**src/rtl/goldschmidt_ctrl_if.sv**
```systemverilog
// goldschmidt_ctrl_if: request/strobe bundle between a requester and the
// Goldschmidt divider sequencer.
interface goldschmidt_ctrl_if;
  logic       start;
  logic       div0;
  logic       busy;
  logic       done;
  logic       err;
  logic       ld_init;
  logic       sel_init;
  logic       mul_en;
  logic       ld_nd;
  logic       ld_f;
  logic       ld_q;
  logic [2:0] iter;

  // Requester side: raises start, reports the zero-divisor flag.
  modport master (
    output start, div0,
    input  busy, done, err, ld_init, sel_init, mul_en, ld_nd, ld_f, ld_q, iter
  );

  // Sequencer side.
  modport slave (
    input  start, div0,
    output busy, done, err, ld_init, sel_init, mul_en, ld_nd, ld_f, ld_q, iter
  );
endinterface

```
**src/rtl/goldschmidt_ctrl.sv**
```systemverilog
// goldschmidt_ctrl: sequencer for an iterative Goldschmidt divider.
// LOAD -> (MUL -> UPD) x ITER -> FIN, with all strobes decoded from state.
// Optional macro GS_DIV0_DETECT_EN adds an ERR state that short-circuits a
// division whose divisor is zero.
module goldschmidt_ctrl #(
  parameter int unsigned ITER = 4
) (
  input  logic               clk,
  input  logic               reset,
  goldschmidt_ctrl_if.slave  bus
);

  typedef enum logic [2:0] {
    S_IDLE = 3'd0,
    S_LOAD = 3'd1,
    S_MUL  = 3'd2,
    S_UPD  = 3'd3,
    S_FIN  = 3'd4
`ifdef GS_DIV0_DETECT_EN
    ,
    S_ERR  = 3'd5
`endif
  } state_t;

  localparam logic [2:0] ITER_L = 3'(ITER);

  state_t     r_state;
  state_t     w_state_nxt;
  logic [2:0] r_iter;
  logic [2:0] w_iter_inc;

  assign w_iter_inc = r_iter + 3'd1;

  // State register; reset aborts any division in flight.
  always_ff @(posedge clk or posedge reset) begin
    if (reset) r_state <= S_IDLE;
    else       r_state <= w_state_nxt;
  end

  // Next-state decode; start is only looked at in IDLE.
  always_comb begin
    w_state_nxt = r_state;
    case (r_state)
      S_IDLE: begin
        if (bus.start) begin
`ifdef GS_DIV0_DETECT_EN
          if (bus.div0) w_state_nxt = S_ERR;
          else          w_state_nxt = S_LOAD;
`else
          w_state_nxt = S_LOAD;
`endif
        end
      end
      S_LOAD:  w_state_nxt = S_MUL;
      S_MUL:   w_state_nxt = S_UPD;
      // >= rather than == so a corrupted count can never run past ITER.
      S_UPD:   w_state_nxt = (w_iter_inc >= ITER_L) ? S_FIN : S_MUL;
      S_FIN:   w_state_nxt = S_IDLE;
`ifdef GS_DIV0_DETECT_EN
      S_ERR:   w_state_nxt = S_IDLE;
`endif
      default: w_state_nxt = S_IDLE;
    endcase
  end

  // Iteration counter: zeroed on entry to LOAD so it already reads 0 during
  // LOAD, bumped by each UPD, otherwise held (including FIN and IDLE).
  always_ff @(posedge clk or posedge reset) begin
    if (reset)                                   r_iter <= '0;
    else if (w_state_nxt == S_LOAD)              r_iter <= '0;
    else if (r_state == S_UPD && r_iter < ITER_L) r_iter <= w_iter_inc;
  end

  // Moore output decode from the registered state.
  always_comb begin
    bus.busy     = 1'b0;
    bus.done     = 1'b0;
    bus.err      = 1'b0;
    bus.ld_init  = 1'b0;
    bus.sel_init = 1'b0;
    bus.mul_en   = 1'b0;
    bus.ld_nd    = 1'b0;
    bus.ld_f     = 1'b0;
    bus.ld_q     = 1'b0;
    case (r_state)
      S_IDLE: ;
      S_LOAD: begin
        bus.busy     = 1'b1;
        bus.ld_init  = 1'b1;
        bus.sel_init = 1'b1;
      end
      S_MUL: begin
        bus.busy   = 1'b1;
        bus.mul_en = 1'b1;
      end
      S_UPD: begin
        bus.busy  = 1'b1;
        bus.ld_nd = 1'b1;
        bus.ld_f  = 1'b1;
      end
      S_FIN: begin
        bus.busy = 1'b1;
        bus.done = 1'b1;
        bus.ld_q = 1'b1;
      end
`ifdef GS_DIV0_DETECT_EN
      S_ERR: begin
        bus.busy = 1'b1;
        bus.done = 1'b1;
        bus.err  = 1'b1;
      end
`endif
      default: ;
    endcase
  end

  assign bus.iter = r_iter;

endmodule

```
**src/flat_wrapper.sv**
```systemverilog
// flat-port wrapper written by rule: the top's interface ports become plain ports
module goldschmidt_ctrl_flat 
#(
  parameter int unsigned ITER = 4
)
  (clk, reset, bus_start, bus_div0, bus_busy, bus_done, bus_err, bus_ld_init, bus_sel_init, bus_mul_en, bus_ld_nd, bus_ld_f, bus_ld_q, bus_iter);
  goldschmidt_ctrl_if bus_i ();
  input  logic clk;
  input  logic reset;
  input wire logic [$bits(bus_i.start)-1:0] bus_start;
  input wire logic [$bits(bus_i.div0)-1:0] bus_div0;
  output wire logic [$bits(bus_i.busy)-1:0] bus_busy;
  output wire logic [$bits(bus_i.done)-1:0] bus_done;
  output wire logic [$bits(bus_i.err)-1:0] bus_err;
  output wire logic [$bits(bus_i.ld_init)-1:0] bus_ld_init;
  output wire logic [$bits(bus_i.sel_init)-1:0] bus_sel_init;
  output wire logic [$bits(bus_i.mul_en)-1:0] bus_mul_en;
  output wire logic [$bits(bus_i.ld_nd)-1:0] bus_ld_nd;
  output wire logic [$bits(bus_i.ld_f)-1:0] bus_ld_f;
  output wire logic [$bits(bus_i.ld_q)-1:0] bus_ld_q;
  output wire logic [$bits(bus_i.iter)-1:0] bus_iter;
  assign bus_i.start = bus_start;
  assign bus_i.div0 = bus_div0;
  assign bus_busy = bus_i.busy;
  assign bus_done = bus_i.done;
  assign bus_err = bus_i.err;
  assign bus_ld_init = bus_i.ld_init;
  assign bus_sel_init = bus_i.sel_init;
  assign bus_mul_en = bus_i.mul_en;
  assign bus_ld_nd = bus_i.ld_nd;
  assign bus_ld_f = bus_i.ld_f;
  assign bus_ld_q = bus_i.ld_q;
  assign bus_iter = bus_i.iter;
  goldschmidt_ctrl #(.ITER(ITER)) u_core (.clk(clk), .reset(reset), .bus(bus_i));
endmodule
```
**config.mk**
```make
export PLATFORM = sky130hd
export DESIGN_NAME = goldschmidt_ctrl_flat
export DESIGN_NICKNAME = d
export VERILOG_FILES = /design/src/rtl/goldschmidt_ctrl_if.sv /design/src/rtl/goldschmidt_ctrl.sv /design/src/flat_wrapper.sv
export SDC_FILE = /design/constraint.sdc
export NUM_CORES = 1
export LEC_CHECK = 0
export CORE_AREA = 2 2 39 41
export DETAILED_ROUTE_END_ITERATION = 12
export DIE_AREA = 0 0 41 43
export PLACE_DENSITY = 0.65
export SYNTH_ARGS = -nofsm -noshare
export SYNTH_HDL_FRONTEND = slang
export SYNTH_SLANG_ARGS = --single-unit
```
**constraint.sdc**
```tcl
create_clock -name clk -period 1.45 [get_ports clk]
set_clock_uncertainty 0.2 [all_clocks]
set_input_delay 0.145 -clock clk [delete_from_list [all_inputs] [get_ports clk]]
set_output_delay 0.145 -clock clk [all_outputs]
set_load 0.02 [all_outputs]
```
==> impl_metrics.toml <==
[power_and_ir_drop]
sequentialPowerShare = 0.214
ir_drop_mv = 0.907
internal_power_mw = 0.955
p_switching_mw = 0.618
power_density_nw_per_um2 = 2530
power_frac_clock = 0.097
power.share.switching = 0.393
p_total_mw = 1.57
combPwrFrac = 0.690
leakagePower_nw = 0.310

[logic_synthesis]
synth_nets = 41
synth_top_area_cell = "dfrtp_1"
yosysTopAreaCellShare = 0.421
syn-cell-area_um2 = 357
synth_edf_count = 0
yosys-top-cells-area = "dfrtp_1, buf_4, and2_1, xnor2_1, nor2_1"
yosys_warnings = 0
synth.yosys.seq_area_share = 0.421
synth_cell_types = 19
syn_inst = 36
syn_area_per_cell_um2 = 9.91
async_flop_share = 1.00
ys.flop_type = "dfrtp_1"
yosys_register_bits = 6

[placed_design]
gp_congestion = 0.714
io_buffers = 13
hpwlAfterDp_um = 581
dp_slack_ns = -0.270
placed_area_um2 = 526

[grt]
grt_pass1_vias = 286
grt_pass1_wl_um = 1130
grt_overflow = 0
grt_max_degree = 10
grtUsageTotal = 0.0990
antenna_found_initial = 0

[clocking]
cts_tree = "yes"
cts_inserted_buffers = 3
h-tree-depth = 1
clock-sinks = 6
cts_root_buffer = "clkbuf_4"
path_clk_slew_ns = 0.05
cts.path.max_buffers = 2
clkLatencyLatePin_ns = 0.24

[timing]
finalMaxSlewViolations = 0
min_period_ns = 1.53
fin_ws_ns = -0.0769
fin_crit_sh = 1.05
finalHoldViolCount = 0
rsz0062_at_grt = "true"
report.final.setup_viol = 8
fmax_ghz = 0.655

[route]
vias = 304
wl_um = 766
drt_iter0_drc = 1
drc = 0
routedWlPerCell_um = 10.4
first_pass_iters = 2
ant_nets = 0
viasPerCell = 4.11

[worst_setup_path]
cp_max_fo = 5
critical_path_arrival_ns = 1.18
critPathMaxStageDelay_ns = 0.43
r2r-start = "u_core.r_state[2]$_DFF_PP0_"
critPathSlowestCell = "dfrtp_1"
crit_path_start = "u_core.r_state[0]$_DFF_PP0_"
critPathKind = "reg2out"
setup.worst_path.start_class = "flop"
required_ns = 1.11
crit_chain = "nor2_2 -> buf_4 -> and2_4 -> buf_6"
end_kind = "primary output"

[run_status]
status = "complete, but fails checks"
violations = "setup timing"

[layout]
syn2layout_area_growth_pct = 74.4
multiInputGateArea_um2 = 203
fill_cells = 140
final_common_cell = "buf_4"
antenna_cells = 0
drive_gt1_frac = 0.552
final_cell_mix = "buf_4, buf_6, dfrtp_1"
final_nets = 65
register_area_um2 = 151
fin_area_um2 = 622

[floorplanning]
rows = 14
start_util = 0.258
die_w_um = 41
io-pin-count = 16
dieArea_um2 = 1760
core-area_um2 = 1380
die_y_um = 43

[worst_hold_path]
hold_class = "reg2reg"
worst_hold_startpoint = "u_core.bus.iter[1]$_DFFE_PP0P_"

[flow_run]
maxCapViolCount = 0
## power groups by stage
stage / Sequential [mW] / Combinational, mW / Clock [mW]
CTS: 0.315 / 0.929 / 0.159
finish: 0.336 / 1.08 / 0.152
floorplan: 0.337 / 0.499 / 0
global route: 0.346 / 1.16 / 0.171
detailed placement: 0.309 / 0.928 / 0
global placement: 0.308 / 0.917 / 0
## kinds of logic after synthesis
family / synth area share
and+or+nand+nor: 0.249
DFF: 0.421
buffers and inverters: 0.116
AOI/OAI and AO/OA: 0.0667
xor gates and xnor gates: 0.0737
adders and majority gates: 0.0351
other: 0.0105
muxes: 0.0281
## per-layer routing
| layer | share of wire | GRT usage |
|---|---|---|
| met1 | 0.43 | 0.105 |
| met2 | 0.53 | 0.150 |
| met3 | 0.043 | 0.0471 |
| met4 | 0 | 0.0600 |
| met5 | 0 | 0 |
## final timing paths
path                                                  endpoint  slack [ns]  depth (start not counted)
worst min-delay path            u_core.bus.iter[1]$_DFFE_PP0P_        0.37                          2
max in group asynchronous          u_core.r_state[2]$_DFF_PP0_        0.34                          3
worst min register to register  u_core.bus.iter[1]$_DFFE_PP0P_        0.37                          2
worst max register to register  u_core.bus.iter[1]$_DFFE_PP0P_       -0.07                          4
min in group asynchronous          u_core.r_state[0]$_DFF_PP0_        0.49                          3
worst max-delay path                                  bus_ld_q       -0.08                          4
## per-stage QoR
stage	utilization	hold WS (ns)	TNS, ns	cells
final	0.449	0.372	-0.381	74
after detailed placement	0.380	0.185	-1.98	67
after floorplan	-	-0.264	0	36
after global routing	0.449	0.398	-0.824	74
after CTS	0.421	0.383	-0.945	73
after global placement	0.380	0.186	-1.86	67
## synthesized netlist by cell type, drive strengths merged (2+ instances only)
master / number
and3: 2
dfrtp: 6
nor2b: 2
nor2: 4
and2: 3
buf: 5
xnor2: 2
## cell type report
class                   count  area share
repair buffers             24       0.356
multi-input cells          24       0.326
flip-flops and latches      6       0.243
clock buffers               3      0.0362
well taps                  16      0.0322
inverters                   1     0.00604
## critical path: cells and delay by family (launching register included)
kind          cells  cell delay (ns)
buf+inv           2             0.24
flops             1             0.43
simple gates      2             0.28
## what timing repair did
action / CTS / global route
buffers inserted: 2 / 1
pin swaps: 4 / 3
hold buffers: 1 / 0
setup endpoints to repair: 12 / 12
gates resized for setup: 40 / 24
hold endpoints to repair: 6 / 0
## registers in the layout (all words and copies together) (netlist names)
signal	flops
u_core.bus.iter	3
u_core.r_state	3
No activity file was read; power rests on OpenSTA's default activity.
